`src/rtl/cam_pkg.sv`:
```
// cam_pkg: shared sizes and types for the CAM storage/match stage.
`default_nettype none

package cam_pkg;

  localparam int CAM_ENTRIES = 32;
  localparam int CAM_DATA_W  = 32;
  localparam int CAM_IDX_W   = $clog2(CAM_ENTRIES);

  typedef logic [CAM_DATA_W-1:0]  cam_data_t;
  typedef logic [CAM_IDX_W-1:0]   cam_idx_t;
  typedef logic [CAM_ENTRIES-1:0] cam_vec_t;

endpackage

`default_nettype wire

```
`src/rtl/cam_row.sv`:
```
// cam_row: one CAM entry (data + valid), its update decode and key compare.
// Optional macro CAM_BYPASS_EN: compare against post-edge contents.
`default_nettype none

module cam_row
  import cam_pkg::*;
#(
  parameter int DATA_W = CAM_DATA_W,
  parameter int IDX_W  = CAM_IDX_W,
  parameter int INDEX  = 0
) (
  input  logic              clk,
  input  logic              rst,
  input  logic              write_valid,
  input  logic [IDX_W-1:0]  write_index,
  input  logic [DATA_W-1:0] write_data,
  input  logic              invalidate_valid,
  input  logic [IDX_W-1:0]  invalidate_index,
  input  logic [DATA_W-1:0] search_data,
  output logic [DATA_W-1:0] data_q,
  output logic              valid_q,
  output logic              match
);

  localparam logic [IDX_W-1:0] MY_IDX = IDX_W'(INDEX);

  logic wr_hit;
  logic inv_hit;

  assign wr_hit  = write_valid && (write_index == MY_IDX);
  assign inv_hit = invalidate_valid && (invalidate_index == MY_IDX);

  // A write to this entry overrides a same-cycle invalidate.
  always_ff @(posedge clk or posedge rst) begin
    if (rst) begin
      data_q  <= '0;
      valid_q <= 1'b0;
    end else if (wr_hit) begin
      data_q  <= write_data;
      valid_q <= 1'b1;
    end else if (inv_hit) begin
      valid_q <= 1'b0;
    end
  end

`ifdef CAM_BYPASS_EN
  logic              eff_valid;
  logic [DATA_W-1:0] eff_data;

  always_comb begin
    eff_valid = valid_q;
    eff_data  = data_q;
    if (wr_hit) begin
      eff_valid = 1'b1;
      eff_data  = write_data;
    end else if (inv_hit) begin
      eff_valid = 1'b0;
    end
  end

  assign match = eff_valid && (eff_data == search_data);
`else
  assign match = valid_q && (data_q == search_data);
`endif

endmodule

`default_nettype wire

```
`src/rtl/cam_array.sv`:
```
// cam_array: 32-entry CAM storage with registered read port and match vector.
// Optional macro CAM_BYPASS_EN: searches see same-cycle writes/invalidates.
`default_nettype none

module cam_array
  import cam_pkg::*;
#(
  parameter int ENTRIES = CAM_ENTRIES,
  parameter int DATA_W  = CAM_DATA_W,
  parameter int IDX_W   = CAM_IDX_W
) (
  input  logic               clk,
  input  logic               rst,
  input  logic               write_valid_i,
  input  logic [IDX_W-1:0]   write_index_i,
  input  logic [DATA_W-1:0]  write_data_i,
  input  logic               invalidate_valid_i,
  input  logic [IDX_W-1:0]   invalidate_index_i,
  input  logic               read_valid_i,
  input  logic [IDX_W-1:0]   read_index_i,
  output logic [DATA_W-1:0]  read_value_o,
  output logic               read_entry_valid_o,
  output logic               read_valid_o,
  input  logic               search_valid_i,
  input  logic [DATA_W-1:0]  search_data_i,
  output logic [ENTRIES-1:0] match_o,
  output logic               match_valid_o
);

  logic [DATA_W-1:0]  row_data [ENTRIES];
  logic [ENTRIES-1:0] row_valid;
  logic [ENTRIES-1:0] row_match;

  for (genvar i = 0; i < ENTRIES; i++) begin : g_row
    cam_row #(
      .DATA_W (DATA_W),
      .IDX_W  (IDX_W),
      .INDEX  (i)
    ) u_row (
      .clk              (clk),
      .rst              (rst),
      .write_valid      (write_valid_i),
      .write_index      (write_index_i),
      .write_data       (write_data_i),
      .invalidate_valid (invalidate_valid_i),
      .invalidate_index (invalidate_index_i),
      .search_data      (search_data_i),
      .data_q           (row_data[i]),
      .valid_q          (row_valid[i]),
      .match            (row_match[i])
    );
  end

  // Read samples pre-edge storage, so a same-cycle write returns old contents.
  always_ff @(posedge clk or posedge rst) begin
    if (rst) begin
      read_value_o       <= '0;
      read_entry_valid_o <= 1'b0;
      read_valid_o       <= 1'b0;
    end else begin
      read_valid_o <= read_valid_i;
      if (read_valid_i) begin
        read_value_o       <= row_data[read_index_i];
        read_entry_valid_o <= row_valid[read_index_i];
      end
    end
  end

  // Match vector is held between searches and drives the encoder from a flop.
  always_ff @(posedge clk or posedge rst) begin
    if (rst) begin
      match_o       <= '0;
      match_valid_o <= 1'b0;
    end else begin
      match_valid_o <= search_valid_i;
      if (search_valid_i) begin
        match_o <= row_match;
      end
    end
  end

endmodule

`default_nettype wire

```
`config.mk`:
```
export PLATFORM = sky130hd
export DESIGN_NAME = cam_array
export DESIGN_NICKNAME = d
export VERILOG_FILES = /design/src/rtl/cam_pkg.sv /design/src/rtl/cam_row.sv /design/src/rtl/cam_array.sv
export SDC_FILE = /design/constraint.sdc
export NUM_CORES = 2
export LEC_CHECK = 0
export CORE_MARGIN = 2
export CORE_UTILIZATION = 50
export CTS_CLUSTER_DIAMETER = 80
export CTS_CLUSTER_SIZE = 25
export DETAILED_ROUTE_END_ITERATION = 7
export GPL_TIMING_DRIVEN = 0
export PLACE_DENSITY = 0.73
export SYNTH_ARGS = -nofsm -noshare
export SYNTH_HDL_FRONTEND = slang
export SYNTH_SLANG_ARGS = --single-unit
```
`constraint.sdc`:
```
create_clock -name clk -period 122.1 [get_ports clk]
set_clock_uncertainty 0.05 [all_clocks]
set_input_delay 24.42 -clock clk [delete_from_list [all_inputs] [get_ports clk]]
set_output_delay 24.42 -clock clk [all_outputs]
set_load 0.01 [all_outputs]
```
# Yosys cells after proc, flatten, opt, wreduce, memory -nomap -nowiden

Cells that the tools add are included.

Register bits after elaboration: 1123
Output and inout port bits: 67
Logic and storage cells: 365
Input bits: 85

Multiplexer cells: 69
Equal/unequal tests: 94
Bitwise gates (word level): 1
Order comparisons: 2
Reductions and logical operators: 130

Operator list:

| kind               | count |
|---|---|
| $eq 32x32->1       | 32 |
| $bmux 32 s5        | 1 |
| $eq 5x5->1 const B | 32 |
| $logic_and 1x1->1  | 96 |
| $eq 5x4->1 const B | 16 |
| $mux 1             | 65 |
| $mux 32            | 2 |
| $reduce_bool 2->1  | 32 |
| $eq 5x3->1 const B | 8 |
| $eq 5x2->1 const B | 4 |
| $eq 5x1->1 const B | 2 |
| $logic_not 5->1    | 2 |
| $ge 6x6->1 const B | 1 |
| $lt 5x6->1 const B | 1 |
| $not 5->6          | 1 |
| $bmux 1 s5         | 1 |

# Logic depth before layout (Yosys ltp)

Depth after elaboration: 4
Gate-level depth with buffers: 8
Gate-level depth less buffers: 5

# Modules after synthesis

From an unflattened synthesis, not the netlist that was laid out.

Cell total of the unflattened synthesis: 5035
Area total of the unflattened synthesis: 65504.1 µm²

Modules (own cells, without submodules):

| module                        | area each (µm²) | times used | seq. area each (µm²) | cells an instance |
|---|---|---|---|---|
| cam_array                     | 11559.8         | 1          | 1676.6               | 1239 |
| cam_row (g_row[10].u_row ...) | 1740.4          | 4          | 825.8                | 119 |
| cam_row (g_row[21].u_row ...) | 1639.1          | 4          | 825.8                | 118 |
| cam_row (g_row[15].u_row ...) | 1627.8          | 3          | 825.8                | 118 |
| cam_row (g_row[11].u_row ...) | 1759.2          | 2          | 825.8                | 119 |
| cam_row (g_row[1].u_row ...)  | 1750.4          | 2          | 825.8                | 119 |
| cam_row (g_row[4].u_row ...)  | 1749.2          | 2          | 825.8                | 118 |
| cam_row (g_row[17].u_row ...) | 1745.4          | 2          | 825.8                | 119 |
| cam_row (g_row[13].u_row ...) | 1641.6          | 2          | 825.8                | 118 |
| cam_row (g_row[23].u_row ...) | 1640.3          | 2          | 825.8                | 120 |
| cam_row (g_row[20].u_row ...) | 1635.3          | 2          | 825.8                | 118 |
| cam_row (g_row[3].u_row)      | 1756.7          | 1          | 825.8                | 119 |
| cam_row (g_row[0].u_row)      | 1727.9          | 1          | 825.8                | 118 |
| cam_row (g_row[16].u_row)     | 1717.9          | 1          | 825.8                | 119 |
| 4 more rows                   | n/a             | n/a        | n/a                  | n/a |

# Least setup slack after synthesis

OpenSTA, ideal clock, no wires.

Path kind: input -> register
Start point: input search_data_i[15]
End point: register match_o[4]
Path buffers: 3
Slack: 96.125 ns
Setup time: 0.083 ns
Cell stages on the path: 7
Arrival time: 25.842 ns
Data required time: 121.967 ns
Path through: buf_2 > buf_4 > buf_2 > xnor2_1 > nand4_1 > or4_1 > o22ai_1

Longest elaborated chain between the ends: 2

Ends and longest elaborated chain:

| item                   | RTL line        | source |
|---|---|---|
| start: declaration     | cam_array.sv:25 | `input logic [DATA_W-1:0] search_data_i,` |
| $eq 32x32->1           | cam_row.sv:63   | `assign match = valid_q && (data_q == search_data);` |
| $logic_and 1x1->1      | cam_row.sv:63   |  |
| end signal: assignment | cam_array.sv:77 | `match_o <= row_match;` |
| end: declaration       | cam_array.sv:26 | `output logic [ENTRIES-1:0] match_o,` |

No other way between the ends.
A chain may end at the register's enable or synchronous reset.

# Final worst setup path

Start point: input read_index_i[2]
End point: register read_value_o[9]

Longest elaborated chain between the ends: 4

Ends and longest elaborated chain:

| item                                        | RTL line        | source |
|---|---|---|
| start: declaration                          | cam_array.sv:20 | `input logic [IDX_W-1:0] read_index_i,` |
| $not 5->6 (not written as such)             | cam_array.sv:63 | `read_value_o <= row_data[read_index_i];` |
| $bmux 32 s5                                 | cam_array.sv:63 |  |
| $mux 32 (not written as such) (2 in series) | cam_array.sv:63 |  |
| end signal: assignment                      | cam_array.sv:63 |  |
| end: declaration                            | cam_array.sv:21 | `output logic [DATA_W-1:0] read_value_o,` |

No other way between the ends. The select of a mux whose other input is x is not followed.

==> load_flow_metrics.sql <==
INSERT INTO impl_metrics (metric_group, metric, value, unit) VALUES
('die', 'floorplan.die.height', '359', 'um'),
('synthesis', 'synth_fp_nets', '5289', ''),
('timing', 'final_max_slew_viol_count', '38', ''),
('worst_setup_path', 'worst-setup-path-type', 'primary input to flip-flop', ''),
('grt', 'gr_peak_layer', 'met2', ''),
('drt', 'routed_wire_length', '348', 'mm'),
('timing', 'rsz_0062_raised_after_global_routing', 'false', ''),
('grt', 'grt_max_degree', '123', ''),
('drt', 'vias_per_cell', '6.93', ''),
('cts', 'post_cts.repair.setup_buffers', '0', ''),
('worst_setup_path', 'startpoint_type', 'primary input', ''),
('synthesis', 'synth_ff_type', 'dfrtp_1', ''),
('worst_setup_path', 'worstPathMaxFanout', '10', ''),
('flow_run', 'cap_violations', '6', ''),
('worst_setup_path', 'critPathBufInv', '3', ''),
('grt', 'grt_remaining_overflow', '0', ''),
('synthesis', 'synthArstFlopShare', '100', '%'),
('timing', 'fin_hold_viols', '0', ''),
('finish', 'final_core_util', '55.4', '%'),
('worst_setup_path', 'crit_slowest_cell', 'clkbuf_1', ''),
('cts', 'tritoncts', 'yes', ''),
('worst_setup_path', 'cp.arrival', '28690', 'ps'),
('power', 'p_leak', '31.2', 'nW'),
('status', 'failed_checks', 'max-capacitance violations, max-slew violations', ''),
('worst_setup_path', 'critical_path.endpoint_type', 'flip-flop', ''),
('placed_design', 'io_port_bufs', '116', ''),
('timing', 'worst-slew-pin-transition', '1720', 'ps'),
('placed_design', 'placed_cell_area', '66700', 'um2'),
('timing', 'maxSlewHeadroom', '-14.5', '%'),
('worst_setup_path', 'critical_path.top_delay_family', 'buffers and inverters', ''),
('drt', 'drtIter0Drc', '8175', ''),
('drt', 'postRouteAntennaNets', '0', ''),
('cts', 'cts.repair.resized', '0', ''),
('finish', 'syn2layout_area_growth', '10.1', '%'),
('drt', 'detailed_routing_iterations_pass_1', '7', ''),
('synthesis', 'synth_largest_type_area_fraction', '44.5', '%'),
('cts', 'insertion_delay', '760', 'ps'),
('die', 'die-area', '129000', 'um2'),
('grt', 'vias_in_the_first_global_route', '46900', ''),
('cts', 'clockRootBuffer', 'clkbuf_16', ''),
('synthesis', 'synth.lib_cells_used.distinct', '35', ''),
('grt', 'grt_util_met3', '19.0', '%'),
('drt', 'remaining_design_rule_violation_count', '0', ''),
('synthesis', 'synth_seq_cells', '1123', ''),
('timing', 'finalCriticalPeriod', '28120', 'ps'),
('power', 'power_per_cell_area', '17.1', 'nW/um2'),
('grt', 'use_met2', '73.2', '%'),
('finish', 'post_route_cells_drive_above_1_share', '27.3', '%'),
('synthesis', 'synth_edf_count', '0', ''),
('cts', 'numClockSinks', '1123', ''),
('synthesis', 'synth.area.top_cells', 'dfrtp_1, mux2_2, xor2_1, mux2i_1, xnor2_1', ''),
('cts', 'cts_hold_buf', '0', ''),
('timing', 'final_worst_path_cycle_share', '23.0', '%'),
('grt', 'antenna_found_initial', '21', ''),
('finish', 'num-nets-final', '5495', ''),
('status', 'outcome', 'finished with violations', ''),
('grt', 'global_route_usage_sum', '53.0', '%'),
('timing', 'maxClockFrequency', '35.6', 'MHz'),
('power', 'max_ir_drop_vdd', '13.6', 'uV'),
('worst_setup_path', 'path_cells', 'clkdlybuf4s50_1 > nor2_1 > clkbuf_1 > buf_2 > a22oi_1 > a21oi_1 > nor4_1 > mux2_2', ''),
('die', 'io_pins', '152', ''),
('drt', 'vias', '49500', ''),
('hold_path', 'min_path_type', 'flip-flop to flip-flop', ''),
('timing', 'final.setup.tns', '0', 'ps'),
('placed_design', 'gp_routability_congestion', '1.13', ''),
('cts', 'cts_htree_levels', '3', ''),
('finish', 'final_std_cell_area_no_fill', '69500', 'um2'),
('die', 'dieWidth', '359', 'um'),
('cts', 'clkSlewWorstSetupHoldPaths', '90', 'ps'),
('die', 'fp.coreArea', '125000', 'um2'),
('synthesis', 'netlist_instances', '5204', '');
cell usage in the layout, fill, tap and decap left out, drive strengths merged, types with 41 or more instances in the layout:
master         synthesis  final
a22oi                264    264
dfrtp               1123   1123
clkbuf               150    232
o21ai                 42     42
xor2                 608    608
mux2i                528    528
inv                   37     66
mux2                1056   1056
nand4                133    133
a21oi                132    132
nand2                 41     41
xnor2                410    410
clkdlybuf4s50          0    116
buf                  330    341
nor4                 186    186
power by group:
part           internal, mW  switching [mW]  leakage, nW
clock                 0.139           0.169         1.32
combinational         0.131           0.236         15.5
sequential            0.442          0.0749         14.3
total                 0.712           0.480         31.2
sequential cells by signal, summed over array words and instances, names as in the netlist:
signal               count
g_row.u_row.data_q    1024
read_entry_valid_o       1
g_row.u_row.valid_q     32
read_valid_o             1
read_value_o            32
match_o                 32
match_valid_o            1
cells by family (layout without fill, tap and decap cells):
kind of cell / Yosys count / after routing / synth area share, %
AOI/OAI and AO/OA: 479 / 479 / 5.03
xor gates and xnor gates: 1018 / 1018 / 14.1
buffers and inverters: 517 / 778 / 4.55
DFF: 1123 / 1123 / 44.5
muxes: 1584 / 1584 / 27.2
other: 0 / 17 / 0
and+or+nand+nor: 483 / 483 / 4.57
cell type report:
cell class / instances / area (um2)
fillers: 10900 / 55900
multi-input cells: 3564 / 32200
flip-flops and latches: 1123 / 28100
plain buffers: 480 / 2750
well taps: 1650 / 2060
clock buffers: 79 / 1940
repair buffers: 130 / 1490
clock inverters: 52 / 782
inverters: 37 / 146
diodes: 17 / 42.5
Yosys cell counts, types with 8 or more instances:
cell,n
nor2b_1,8
nand3_1,36
nor4_1,185
inv_1,37
buf_2,197
nand2_1,41
mux2_1,55
nor2_1,15
mux2i_1,528
mux2_2,1001
o21ai_0,42
dfrtp_1,1123
clkbuf_1,150
a21oi_1,132
o22ai_1,25
buf_6,66
xor2_1,608
a22oi_1,264
nand4_1,133
buf_4,51
or4_1,29
buf_1,16
nand2b_1,17
xnor2_1,410
per-layer routing:
metal	vias up	routed length (um)
met1	25500	122000
met4	2	45100
li1	19000	-
met5	-	14
met2	3838	140000
met3	1140	41300
per-stage QoR:
step / worst slack (ps) / instances / total power [mW] / hold WS, ps
4_1_cts: 93980 / 7112 / 1.16 / 469
5_1_grt: 94250 / 7115 / 1.20 / 486
3_5_place_dp: 93220 / 6981 / 0.863 / 447
6_report: 93980 / 7132 / 1.19 / 469
3_3_place_gp: 51010 / 6970 / 0.856 / 441
2_1_floorplan: 66010 / 5204 / 0.687 / 443
worst paths after layout:
kind                                            start  cells after the start  slack [ps]                   endpoint
max reg2reg                g_row[29].u_row.data_q[17]                      5      118270                match_o[29]
min in group asynchronous                         rst                      2       24010  g_row[8].u_row.data_q[15]
min                                  read_value_o[28]                      1         470           read_value_o[28]
min reg2reg                          read_value_o[28]                      1         470           read_value_o[28]
max                                   read_index_i[2]                      8       93980            read_value_o[9]
max in group asynchronous                         rst                      6       95370  g_row[28].u_row.data_q[3]
No activity file was read; power rests on OpenSTA's default activity.
